--- src/rtl/cskipa_pkg.sv ---
// cskipa_pkg: shared parameter helpers and stage-register header for cskipa_pipe
package cskipa_pkg;
  function automatic int nb(input int width, input int blk);
    return width / blk;
  endfunction
  function automatic int bps(input int width, input int blk, input int stages);
    return nb(width, blk) / stages;
  endfunction
  function automatic bit legal(input int width, input int blk, input int stages);
    return blk > 0 && stages > 0 && width >= blk && width % blk == 0 && nb(width, blk) % stages == 0;
  endfunction
  // Per-stage control fields; the sum/operand payload width varies per stage and lives beside it.
  typedef struct packed {
    logic v;
    logic c;
    logic sa;
    logic sb;
  } stage_hdr_t;
endpackage

--- src/rtl/cskipa_pipe_cskip_block.sv ---
// cskip_block: one BLK-bit ripple block with a propagate-driven carry skip
module cskip_block #(
  parameter int BLK = 4
) (
  input  logic [BLK-1:0] i_a,
  input  logic [BLK-1:0] i_b,
  input  logic           i_cin,
  output logic [BLK-1:0] o_sum,
  output logic           o_cout
);
  logic [BLK:0] w_c;
  logic         w_p;
  assign w_c[0] = i_cin;
  for (genvar i = 0; i < BLK; i++) begin : g_rip
    assign o_sum[i]  = i_a[i] ^ i_b[i] ^ w_c[i];
    assign w_c[i+1]  = (i_a[i] & i_b[i]) | ((i_a[i] ^ i_b[i]) & w_c[i]);
  end
  // When every bit propagates the ripple carry equals cin, so the skip is arithmetic-neutral.
  assign w_p    = &(i_a ^ i_b);
  assign o_cout = w_p ? i_cin : w_c[BLK];
endmodule

--- src/rtl/cskipa_pipe.sv ---
// cskipa_pipe: pipelined carry-skip adder/subtractor with valid/ready flow control
module cskipa_pipe
  import cskipa_pkg::*;
#(
  parameter int WIDTH  = 32,
  parameter int BLK    = 4,
  parameter int STAGES = 4
) (
  input  logic             i_clk,
  input  logic             i_rst_n,
  input  logic             i_valid,
  output logic             o_ready,
  input  logic [WIDTH-1:0] i_add_term1,
  input  logic [WIDTH-1:0] i_add_term2,
  input  logic             i_cin,
  input  logic             i_sub,
  output logic             o_valid,
  input  logic             i_ready,
  output logic [WIDTH-1:0] o_sum,
  output logic             o_cout,
  output logic             o_ovf
);
  localparam int BPS = bps(WIDTH, BLK, STAGES);
  localparam int SW  = BPS * BLK;
  if (!legal(WIDTH, BLK, STAGES)) begin : g_bad
    $fatal(1, "cskipa_pipe: WIDTH must be a multiple of BLK and WIDTH/BLK a multiple of STAGES");
  end
  logic [WIDTH-1:0] w_b;
  logic [STAGES:0]  w_adv;
  stage_hdr_t       w_last;
  assign w_b           = i_sub ? ~i_add_term2 : i_add_term2;
  assign w_adv[STAGES] = i_ready;
  assign o_ready       = w_adv[0];
  // Stage payload layout: {B' remainder, A remainder at its own bit positions, completed sum bits}.
  for (genvar s = 0; s < STAGES; s++) begin : g_st
    localparam int LO = s * SW;
    localparam int HI = LO + SW;
    localparam int DW = 2 * WIDTH - HI;
    logic [2*WIDTH-LO-1:0] w_in;
    logic [2*WIDTH-LO-1:0] w_t;
    logic [DW-1:0]         w_nx;
    logic [BPS:0]          w_c;
    logic [SW-1:0]         w_s;
    stage_hdr_t            w_hin;
    logic [DW-1:0]         r_d;
    stage_hdr_t            r_h;
    if (s == 0) begin : g_src
      assign w_in  = {w_b, i_add_term1};
      assign w_hin = '{v: i_valid, c: i_sub | i_cin, sa: i_add_term1[WIDTH-1], sb: w_b[WIDTH-1]};
    end else begin : g_src
      assign w_in  = g_st[s-1].r_d;
      assign w_hin = g_st[s-1].r_h;
    end
    assign w_c[0] = w_hin.c;
    for (genvar k = 0; k < BPS; k++) begin : g_blk
      cskip_block #(.BLK(BLK)) u_blk (
        .i_a   (w_in[LO+k*BLK +: BLK]),
        .i_b   (w_in[WIDTH+k*BLK +: BLK]),
        .i_cin (w_c[k]),
        .o_sum (w_s[k*BLK +: BLK]),
        .o_cout(w_c[k+1])
      );
    end
    // Overwrite this stage's A slice with its sum, then drop the consumed B' slice.
    always_comb begin
      w_t        = w_in;
      w_t[HI-1:LO] = w_s;
    end
    assign w_nx     = DW'({w_t >> (WIDTH + SW), w_t[WIDTH-1:0]});
    assign w_adv[s] = !r_h.v || w_adv[s+1];
    // Stage register: loads whenever it is empty or its contents move on.
    always_ff @(posedge i_clk or negedge i_rst_n)
      if (!i_rst_n) begin
        r_h <= '0;
        r_d <= '0;
      end else if (w_adv[s]) begin
        r_h <= '{v: w_hin.v, c: w_c[BPS], sa: w_hin.sa, sb: w_hin.sb};
        r_d <= w_nx;
      end
  end
  assign w_last  = g_st[STAGES-1].r_h;
  assign o_sum   = g_st[STAGES-1].r_d;
  assign o_valid = w_last.v;
  assign o_cout  = w_last.c;
  assign o_ovf   = (w_last.sa == w_last.sb) && (o_sum[WIDTH-1] != w_last.sa);
endmodule

--- config.mk ---
export PLATFORM = sky130hd
export DESIGN_NAME = cskipa_pipe
export DESIGN_NICKNAME = d
export VERILOG_FILES = /design/src/rtl/cskipa_pkg.sv /design/src/rtl/cskipa_pipe_cskip_block.sv /design/src/rtl/cskipa_pipe.sv
export SDC_FILE = /design/constraint.sdc
export NUM_CORES = 1
export LEC_CHECK = 0
export BUFFER_PORTS_ARGS = -buffer_cell sky130_fd_sc_hd__buf_4
export CAP_MARGIN = 20
export CORE_ASPECT_RATIO = 2
export CORE_UTILIZATION = 50
export CTS_CLUSTER_SIZE = 30
export DETAILED_ROUTE_END_ITERATION = 8
export PLACE_DENSITY = 0.7
export SLEW_MARGIN = 20
export SYNTH_ARGS = -nofsm -noshare
export SYNTH_HDL_FRONTEND = slang
export SYNTH_HIERARCHICAL = 1
export SYNTH_SLANG_ARGS = --single-unit
--- constraint.sdc ---
create_clock -name i_clk -period 4.8 [get_ports i_clk]
set_input_delay 0.48 -clock i_clk [delete_from_list [all_inputs] [get_ports i_clk]]
set_output_delay 0.48 -clock i_clk [all_outputs]
set_load 0.01 [all_outputs]
# [Word level (Yosys, flattened, before mapping)]
# Cells that the tools add are included.
[totals] out_inout_bits=36 register_bits=192
[op_classes] n_reduce_logical=17 n_eq_ne=2 mux=9 bitwise_logic=170
[op_table] cell="1-bit AND" n=64
[op_table] cell="1-bit XOR" n=64
[op_table] cell="1-bit bitwise OR" n=33
[op_table] cell="32-bit 2-to-1 mux" n=1
[op_table] cell="32-bit NOT" n=1
[op_table] cell="4-bit AND reduction" n=8
[op_table] cell="4-bit XOR" n=8
[op_table] cell="1-bit 2-to-1 mux" n=8
[op_table] cell="1-bit zero test" n=4
[op_table] cell="1-bit logical OR" n=4
[op_table] cell="1-bit equality test" n=1
[op_table] cell="1-bit logical AND" n=1
[op_table] cell="1-bit != test" n=1

# [Depth between registers and ports, before layout]
# Gate-level depths: netlist of run 1.
[depth] depth_word=21 mapped_depth=20

# [Cells and area by module]
# The synthesis of run 1 kept the hierarchy.
[modules_own_cells] mod="cskipa_pipe" seq_area_each_um2=4654.5 cells_each=467 n_inst=1 area_each_um2=7295.7
[modules_own_cells] mod="cskip_block" seq_area_each_um2=0.0 cells_each=19 n_inst=8 area_each_um2=180.2

# [Worst setup path before layout of run 1]
# No wires, ideal clock.
[synth_timing] path_type="input port to flip-flop" from="input i_sub" to="register g_st[0].r_d[7]" slack_ps=556 t_arrival_ps=4119 setup_ps=125 required_ps=4675 path_stages=20 cell_sequence="clkbuf_1 > buf_2 > xor2_1 > inv_1 > fa_1 > inv_1 > fa_1 > fa_1 > inv_1 > fa_1 > mux2i_1 > inv_1 > fa_1 > inv_1 > fa_1 > fa_1 > inv_1 > fa_1 > inv_1 > mux2_4"
[synth_between] elab_chain_cells=18 word_cells_on_any_way=35
[synth_rtl] item="start, declared" line="cskipa_pipe.sv:16" text="input logic i_sub,"
[synth_rtl] item="32-bit 2-to-1 mux (*)" line="cskipa_pipe.sv:31" text="assign w_b = i_sub ? ~i_add_term2 : i_add_term2;"
[synth_rtl] item="via w_b[0]" line="cskipa_pipe.sv:28" text="logic [WIDTH-1:0] w_b;"
[synth_rtl] item="1-bit XOR" line="cskipa_pipe_cskip_block.sv:16" text="assign w_c[i+1] = (i_a[i] & i_b[i]) | ((i_a[i] ^ i_b[i]) & w_c[i]);"
[synth_rtl] item="1-bit AND" line="cskipa_pipe_cskip_block.sv:16"
[synth_rtl] item="1-bit bitwise OR" line="cskipa_pipe_cskip_block.sv:16"
[synth_rtl] item="1-bit AND" line="cskipa_pipe_cskip_block.sv:16"
[synth_rtl] item="1-bit bitwise OR" line="cskipa_pipe_cskip_block.sv:16"
[synth_rtl] item="1-bit AND" line="cskipa_pipe_cskip_block.sv:16"
[synth_rtl] item="[... 4 more ...]"
[synth_rtl] item="via g_st[0].w_c[1]" line="cskipa_pipe.sv:42" text="logic [BPS:0] w_c;"
[synth_rtl] item="1-bit AND (*)" line="cskipa_pipe_cskip_block.sv:16"
[synth_rtl] item="1-bit bitwise OR (*)" line="cskipa_pipe_cskip_block.sv:16"
[synth_rtl] item="1-bit AND (*)" line="cskipa_pipe_cskip_block.sv:16"
[synth_rtl] item="1-bit bitwise OR (*)" line="cskipa_pipe_cskip_block.sv:16"
[synth_rtl] item="1-bit AND (*)" line="cskipa_pipe_cskip_block.sv:16"
[synth_rtl] item="1-bit bitwise OR (*)" line="cskipa_pipe_cskip_block.sv:16"
[synth_rtl] item="1-bit XOR (*)" line="cskipa_pipe_cskip_block.sv:15" text="assign o_sum[i] = i_a[i] ^ i_b[i] ^ w_c[i];"
[synth_rtl] item="via g_st[0].w_nx[7]" line="cskipa_pipe.sv:41" text="logic [DW-1:0] w_nx;"
[synth_rtl] item="end signal, assigned" line="cskipa_pipe.sv:78" text="r_d <= w_nx;"
[synth_rtl] item="end, declared" line="cskipa_pipe.sv:45" text="logic [DW-1:0] r_d;"
# Mark *: on every way through the listed nets, which the timed path passes. The rest lies on a longest branch.
# A chain may end at the register's enable or synchronous reset.

# [Worst setup path after layout of run 1]
[layout_timing] from="register g_st[0].r_h[2] (netlist name)" to="register g_st[1].r_d[15]"
[layout_between] elab_chain_cells=16
[layout_rtl] item="start, declared" line="cskipa_pipe.sv:46" text="stage_hdr_t r_h;"
[layout_rtl] item="start signal, assigned" line="cskipa_pipe.sv:77" text="r_h <= '{v: w_hin.v, c: w_c[BPS], sa: w_hin.sa, sb: w_hin.sb};"
[layout_rtl] item="1-bit AND" line="cskipa_pipe_cskip_block.sv:16"
[layout_rtl] item="1-bit bitwise OR" line="cskipa_pipe_cskip_block.sv:16"
[layout_rtl] item="1-bit AND" line="cskipa_pipe_cskip_block.sv:16"
[layout_rtl] item="1-bit bitwise OR" line="cskipa_pipe_cskip_block.sv:16"
[layout_rtl] item="1-bit AND" line="cskipa_pipe_cskip_block.sv:16"
[layout_rtl] item="1-bit bitwise OR" line="cskipa_pipe_cskip_block.sv:16"
[layout_rtl] item="1-bit AND" line="cskipa_pipe_cskip_block.sv:16"
[layout_rtl] item="1-bit bitwise OR" line="cskipa_pipe_cskip_block.sv:16"
[layout_rtl] item="[... 1 more ...]"
[layout_rtl] item="via g_st[1].w_c[1]" line="cskipa_pipe.sv:42"
[layout_rtl] item="1-bit AND (*)" line="cskipa_pipe_cskip_block.sv:16"
[layout_rtl] item="1-bit bitwise OR (*)" line="cskipa_pipe_cskip_block.sv:16"
[layout_rtl] item="1-bit AND (*)" line="cskipa_pipe_cskip_block.sv:16"
[layout_rtl] item="1-bit bitwise OR (*)" line="cskipa_pipe_cskip_block.sv:16"
[layout_rtl] item="1-bit AND (*)" line="cskipa_pipe_cskip_block.sv:16"
[layout_rtl] item="1-bit bitwise OR (*)" line="cskipa_pipe_cskip_block.sv:16"
[layout_rtl] item="1-bit XOR (*)" line="cskipa_pipe_cskip_block.sv:15"
[layout_rtl] item="via g_st[1].w_nx[15]" line="cskipa_pipe.sv:41"
[layout_rtl] item="end signal, assigned" line="cskipa_pipe.sv:78"
[layout_rtl] item="end, declared" line="cskipa_pipe.sv:45"
# Marked as above.

==> summary.md, run 1 <==
| Metric | Value |
|---|---|
| Die area | `roughly 18000 µm²` |
| Internal power | `between 3 and 4 mW` |
| CP Launch Point | `g_st[0].r_h[2]` |
| Run status | `finished clean` |
| Most frequent cells in the layout | `dfrtp_1, mux2_2, buf_4, inv_1` |
| WP buf/inv | `7` |
| Post-Route Setup TNS | `0 ns` |
| Largest net degree at the start of global routing | `114` |
| Count of cell types in the netlist | `25` |
| Clock Sink Count | `186` |
| Fill count | `1383` |
| Fin crit share | `0.803` |
| Leak pwr | `4.86 nW` |
| # nets final | `~850` |
| Mapped Cells | `619` |
| Peak VDD IR | `between 0.2 and 0.3 mV` |
| Net Sw Power | `approximately 1.5 mW` |
| # diodes | `0` |
| Crit Reg-Reg Endpoint | `g_st[1].r_d[15]` |
| Die width | `between 90 and 100 µm` |
| Register area share after synthesis | `0.533` |
| Initial DRC Count | `around 160` |
| Yosys warnings | `6` |
| Rows | `between 60 and 70` |
| Drt first pass iters | `4` |
| Via/cell ratio | `between 5 and 6` |
| # Post-CTS Setup Buffers | `0` |
| Worst path max stage delay | `0.48 ns` |
| Endpoints failing hold | `0` |
| Flop pwr share | `0.457` |
| CP Capture Type | `register` |
| Area delta synth->final | `17.3%` |
| Max_cap viols | `0` |
| Crit. path cell count | `17` |
| Worst Hold Class | `in -> async` |
| Longest Clk Path Bufs | `2` |
| Clk Latency, worst-skew pair | `roughly 0.43 ns` |
| CTS Buf Count | `17` |
| Final cell count without fillers | `942` |
| Avg WL per Cell | `17.9 µm` |
| Max Slew Vio Count | `0` |
| H-tree depth | `4` |
| Total number of vias | `around 4900` |
| Final WL | `about 17000 µm` |
| Vias in the first global route | `between 5000 and 6000` |
| Syn_nets | `about 750` |
| DR DRC count | `0` |
| Hold buffers post-CTS | `0` |
| Crit-path max FO | `2` |
| Share of cells above drive strength 1 | `0.418` |
| Sw Share | `0.300` |
| Worst setup SP type | `register` |
| CTS tree | `built` |
| Commonest non-fill, non-tap cell in the layout | `dfrtp_1` |
| Congestion Overflow GR | `0` |
| CP delay by family, top | `adder cells` |
| RePlAce Congestion | `about 0.77` |
| Synth Register Bits | `around 190` |
| Core Footprint | `about 17000 µm²` |
| CP most frequent cell | `fa_1` |
| Minimum clock period | `~3.9 ns` |
| CTS root buf | `clkbuf_16` |
| RSZ-0062 raised after global routing | `false` |
| Worst-path clk slew | `approximately 0.070 ns` |
| Crit Path Class | `reg -> reg` |
| R2R cell count | `17` |
| Endpoints failing setup | `0` |
| CP Data Arrival Time | `around 4.2 ns` |
| GRT Util Overall | `0.209` |
| Max Freq | `roughly 260 MHz` |
| Post-DP HPWL | `between 10000 and 15000 µm` |
| Slew headroom | `0.396` |
| First-pass GRT wire length | `approximately 28000 µm` |
| Inst Count DP | `between 900 and 1000` |
| Mapped Area | `between 8000 and 9000 µm²` |
| Setup slack, reg-to-reg | `~0.94 ns` |
| Worst Skew | `approximately 0.0088 ns` |
| Reg2Reg Launch Point | `g_st[0].r_h[2]` |
| IO buf count | `~110` |
| Clock power frac | `0.255` |
| Worst slew pin tran | `0.905 ns` |
| # resized after CTS | `0` |
| Chip height | `189 µm` |
| Worst Path Required | `between 5 and 6 ns` |
| Post-route ant nets | `0` |
| Combinational share of power | `0.288` |
| I/O pin count | `roughly 110` |
| Worst path slowest cell | `fa_1` |
| Post-Syn Area per Cell | `around 14 µm²` |
| Power per standard cell area | `just over 500 nW/µm²` |
| Crit path cell chain | `inv_1 > fa_1 > inv_1 > fa_1 > fa_1 > inv_1 > fa_1 > mux2i_1 > inv_1 > fa_1 > inv_1 > fa_1 > fa_1 > inv_1 > fa_1 > inv_1 > mux2_2` |
| CP endpoint | `g_st[1].r_d[15]` |
| Starting Density | `0.508` |
| Initial antenna violation count | `0` |
-- power groups by stage --
stage	sequential, mW	clock [mW]	combinational (mW)
after global routing	2.43	1.42	1.65
final	2.36	1.32	1.48
after floorplan	2.36	0	0.898
after CTS	2.37	1.35	1.52
after detailed placement	2.40	0	1.51
after global placement	2.37	0	1.42
-- how the worst min path moves through the flow --
| stage | endpoint | slack [ns] | depth (start not counted) |
|---|---|---|---|
| detailed placement | g_st[2].r_h[3] | 0.46 | 1 |
| global placement | g_st[2].r_h[3] | 0.45 | 1 |
| global route | g_st[0].r_h[3] | 0.23 | 2 |
| CTS | g_st[0].r_h[3] | 0.23 | 2 |
| floorplan | g_st[0].r_d[0] | 0.18 | 0 |
| finish | o_sum[26] | 0.18 | 1 |
-- state kept, by name, indices dropped and copies added, names as in the netlist --
signal    count
g_st.r_d    144
g_st.r_h      8
o_cout        1
o_sum        32
o_valid       1
-- layout make-up --
type	count	area (µm²)	area share
clock buffer	21	470	0.0459
clock inverter	11	86.3	0.00842
inverter	73	277	0.0270
multi-input combinational	331	3670	0.358
sequential	186	4650	0.454
tap	210	263	0.0256
timing repair buffer	110	832	0.0812
-- stage by stage --
stage	util	hold slack, ns	cell area [µm²]	setup WS [ns]	power [mW]
floorplan	-	0.184	8740	0.556	3.26
global placement	0.564	0.453	9690	0.761	3.79
detailed placement	0.564	0.459	9690	0.517	3.90
CTS	0.596	0.227	10200	0.932	5.24
global route	0.596	0.232	10300	0.788	5.50
finish	0.596	0.181	10300	0.945	5.16
-- kinds of logic (layout without fill, tap and decap cells) --
logic type	Yosys count	in the layout	share of synthesized area
mux	166	166	0.225
simple gates	44	44	0.0274
xor+xnor	32	32	0.0321
flops	186	186	0.533
buf+inv	102	215	0.0495
compound gates	25	25	0.0143
fa+ha+maj	64	64	0.119
-- worst register-to-register path, cell delays in order, from the launching register on --
cell     delay (ns)
dfrtp_1        0.39
inv_1          0.09
fa_1           0.42
inv_1          0.08
fa_1           0.19
fa_1           0.18
inv_1          0.06
fa_1           0.37
mux2i_1        0.17
inv_1          0.10
fa_1           0.42
inv_1          0.07
fa_1           0.20
fa_1           0.18
inv_1          0.05
fa_1           0.48
inv_1          0.04
mux2_2         0.24
-- routing by layer --
| layer | GRT usage | vias up | part of all wire |
|---|---|---|---|
| li1 | - | 2228 | - |
| met2 | 0.376 | 91 | 0.57 |
| met1 | 0.235 | 2532 | 0.37 |
| met4 | 0.0907 | 0 | 0.025 |
| met3 | 0.0394 | 22 | 0.032 |
| met5 | 0 | - | 0 |
-- cells in the mapped netlist (all sizes together) --
library cell / number / area (µm²)
mux2: 158 / 1880
xor2: 8 / 70.1
nand2b: 2 / 12.5
or2: 3 / 18.8
o21ai: 25 / 125
and4b: 1 / 10.0
xnor2: 24 / 210
nor2b: 1 / 6.26
mux2i: 8 / 80.1
nor2: 1 / 3.75
clkbuf: 6 / 22.5
inv: 73 / 277
nand3: 24 / 120
and2: 1 / 6.26
nand2: 3 / 11.3
buf: 23 / 134
ha: 32 / 400
nand4: 8 / 50.1
fa: 32 / 641
dfrtp: 186 / 4650
Note: power is estimated with default switching activity, not from simulation.
==> run 2, diff against run 1 <==
==> constraint.sdc (replaced) <==
create_clock -name i_clk -period 3.6 [get_ports i_clk]
set_input_delay 0.36 -clock i_clk [delete_from_list [all_inputs] [get_ports i_clk]]
set_output_delay 0.36 -clock i_clk [all_outputs]
set_load 0.01 [all_outputs]
==> run 2 against run 1 <==
  * The flow now finishes with violations (negative setup slack)
  * Sequential share of layout area is 1.6 points lower
  * Sequential cell count stayed put
  * Power is 40% higher
  * Worst setup slack worse by 1.0 ns
  * Maximum frequency is 4.9% higher
  * Cell count is 3.2% higher
  * Sequential power is 33% higher
  * Die area stayed put
  * Clock power is 45% higher
  * Critical path depth is 5 higher
  * Via count is 2.1% higher
  * Register-to-register slack worse by 1.0 ns
  * Critical path type unchanged
==> summary.md, run 2 (synthesized netlist as in run 1, its figures left out) <==
| Metric | Value |
|---|---|
| Clock Sink Count | `186 (unchanged)` |
| CTS Buf Count | `17 (unchanged)` |
| Max Slew Vio Count | `0 (unchanged)` |
| Die area | `18000 µm² (unchanged)` |
| Flop pwr share | `0.437 (-0.020)` |
| WP buf/inv | `15 (+8)` |
| Post-Route Setup TNS | `-0.0976 ns (-0.0976 ns)` |
| Endpoints failing setup | `2 (+2)` |
| Slew headroom | `0.416 (+0.0192)` |
| Congestion Overflow GR | `0 (unchanged)` |
| Share of cells above drive strength 1 | `0.501 (+0.0833)` |
| First-pass GRT wire length | `28200 µm (+0.20%)` |
| # nets final | `883 (+3.5%)` |
| Worst slew pin tran | `0.877 ns (-0.0287 ns)` |
| Chip height | `189 µm (unchanged)` |
| Clk Latency, worst-skew pair | `0.43 ns (about the same)` |
| Avg WL per Cell | `17.6 µm (-2.0%)` |
| Crit Path Class | `reg -> reg` |
| Worst Skew | `0.00749 ns (-0.00127 ns)` |
| Most frequent cells in the layout | `dfrtp_1, buf_4, mux2_2, inv_1, ha_1` |
| CTS tree | `built` |
| Final WL | `17100 µm (+1.1%)` |
| CP Launch Point | `g_st[0].r_h[2]` |
| Worst path slowest cell | `dfrtp_1` |
| RSZ-0062 raised after global routing | `true` |
| Largest net degree at the start of global routing | `81 (-29%)` |
| Failing checks | `negative setup slack` |
| Drt first pass iters | `4 (unchanged)` |
| CP endpoint | `g_st[1].r_h[2]` |
| Vias in the first global route | `5635 (+0.57%)` |
| IO buf count | `105 (unchanged)` |
| Final Cell Area | `10600 µm² (+3.5%)` |
| Starting Density | `0.508 (unchanged)` |
| Post-route setup slack | `-0.0753 ns (-1.02 ns)` |
| Setup slack, reg-to-reg | `-0.08 ns (-1.02 ns)` |
| Reg2Reg Launch Point | `g_st[0].r_h[2]` |
| Internal power | `5.13 mW (+42%)` |
| Crit path cell chain | `inv_2 > fa_2 > inv_2 > fa_2 > fa_2 > inv_2 > fa_2 > mux2i_1 > inv_1 > buf_4 > buf_4 > buf_4 > buf_4 > buf_4 > buf_4 > buf_4 > buf_4 > buf_4 > buf_4 > buf_4 > mux2i_2 > mux2_2` |
| Total number of vias | `4975 (+2.1%)` |
| Fill count | `1356 (-2.0%)` |
| Core Footprint | `17200 µm² (unchanged)` |
| Leak pwr | `4.99 nW (+2.7%)` |
| Worst Hold Class | `in -> reg` |
| Via/cell ratio | `5.12 (-1.1%)` |
| Sw Share | `0.289 (-0.0106)` |
| Crit-path max FO | `2 (unchanged)` |
| Worst setup SP type | `register` |
| Crit Reg-Reg Endpoint | `g_st[1].r_h[2]` |
| CP delay by family, top | `buffers and inverters` |
| Fin crit share | `1.02 (+0.218)` |
| Worst path max stage delay | `0.38 ns (-0.10 ns)` |
| Clock power frac | `0.265 (+0.010)` |
| GRT Util Overall | `0.210 (+0.000249)` |
| Max FFs per register | `144 (unchanged)` |
| Minimum clock period | `3.68 ns (-0.180 ns)` |
| Area delta synth->final | `21.5%` |
| Worst-path clk slew | `0.06 ns (about the same)` |
| Initial DRC Count | `210 (+32%)` |
| Longest Clk Path Bufs | `2 (unchanged)` |
| Max_cap viols | `0 (unchanged)` |
| Net Sw Power | `2.09 mW (+35%)` |
| CTS root buf | `clkbuf_16` |
| Initial antenna violation count | `0 (unchanged)` |
| Peak VDD IR | `0.321 mV (+26%)` |
| CP Data Arrival Time | `4.05 ns (-0.11 ns)` |
| Endpoints failing hold | `0 (unchanged)` |
| R2R cell count | `22 (+5)` |
| Top reg by flops | `g_st.r_d` |
| CP most frequent cell | `buf_4` |
| Commonest non-fill, non-tap cell in the layout | `dfrtp_1` |
| # diodes | `0 (unchanged)` |
| H-tree depth | `4 (unchanged)` |
| Worst Path Required | `3.97 ns (-1.14 ns)` |
| Area after DPL | `9830 µm² (+1.5%)` |
| WHS | `0.122 ns (-0.0586 ns)` |
| Die width | `95.5 µm (unchanged)` |
| Rows | `68 (unchanged)` |
| Power per standard cell area | `680 nW/µm² (+35%)` |
| DR DRC count | `0 (unchanged)` |
| I/O pin count | `106 (unchanged)` |
| Max Freq | `272 MHz (+4.9%)` |
| Run status | `finished, violations left` |
| Combinational share of power | `0.298 (+0.010)` |
| Post-route ant nets | `0 (unchanged)` |
| Post-DP HPWL | `11400 µm (-2.3%)` |
| RePlAce Congestion | `0.767 (-0.74%)` |
| Crit. path cell count | `22 (+5)` |
| CP Capture Type | `register` |
-- run 2: changes by cell type in the layout (fill, tap and decap cells not counted), moves of 2 or more --
| cell | before | now |
|---|---|---|
| buf_4 | 109 | 137 |
| bufinv_16 | 0 | 3 |
| clkbuf_8 | 4 | 2 |
| clkinv_2 | 2 | 5 |
| clkinv_4 | 4 | 2 |
| fa_1 | 32 | 5 |
| fa_2 | 0 | 27 |
| inv_1 | 72 | 53 |
| inv_2 | 0 | 19 |
| inv_6 | 3 | 0 |
-- run 2: worst min path at each step --
| stage | startpoint | endpoint | cells past startpoint |
|---|---|---|---|
| after floorplan | i_rst_n | g_st[0].r_d[0] | 0 |
| after global placement | i_rst_n | o_sum[27] | 1 |
| after detailed placement | i_rst_n | o_sum[27] | 1 |
| after CTS | i_valid | g_st[0].r_h[3] | 2 |
| after global routing | i_valid | g_st[0].r_h[3] | 2 |
| final | i_valid | g_st[0].r_h[3] | 2 |
-- run 2: worst reg2reg max path: cells and delay by family (launching register included) --
family                     cells  cell delay (ns)
buffers and inverters         15             1.64
adders and majority gates      4             1.10
muxes                          3             0.51
DFF                            1             0.38
-- run 2: power by group through the flow --
stage	Sequential, mW	Clock (mW)	Combinational (mW)
after global placement	3.16	0	1.96
after floorplan	3.15	0	1.21
after global routing	3.25	2.04	2.39
final	3.15	1.91	2.15
after CTS	3.16	1.95	2.17
after detailed placement	3.19	0	2.06
-- run 2: cell type report --
cell class	instances	area, µm²	share of cell area
tap	210	263	0.0248
clock buffer	20	457	0.0430
inverter	73	277	0.0261
clock inverter	12	148	0.0139
sequential	186	4650	0.439
timing repair buffer	140	1070	0.101
multi-input combinational	331	3750	0.353
-- run 2: metrics by stage --
stage               std cells  setup WS (ns)  utilization  power [mW]
floorplan                 619         -0.238            -        4.36
global placement          924         -0.201        0.572        5.12
detailed placement        924         -0.330        0.572        5.25
CTS                       971        -0.0199        0.616        7.28
global route              972         -0.201        0.618        7.68
finish                    972        -0.0753        0.618        7.22
-- run 2: timing repair --
item | CTS | global route
resized for setup | 23 | 11
hold buffers | 1 | 0
hold endpoints to repair | 17 | 0
setup endpoints to repair | 5 | 6
pin swaps | 7 | 4
buffers inserted | 14 | 1
-- run 2: layer usage --
layer  up-vias  global-route usage  wire (µm)
li1       2289                   -          -
met1      2559               0.237       6410
met2       103               0.375       9590
met3        24              0.0490        692
met4         0              0.0758        386
met5         -                   0          0
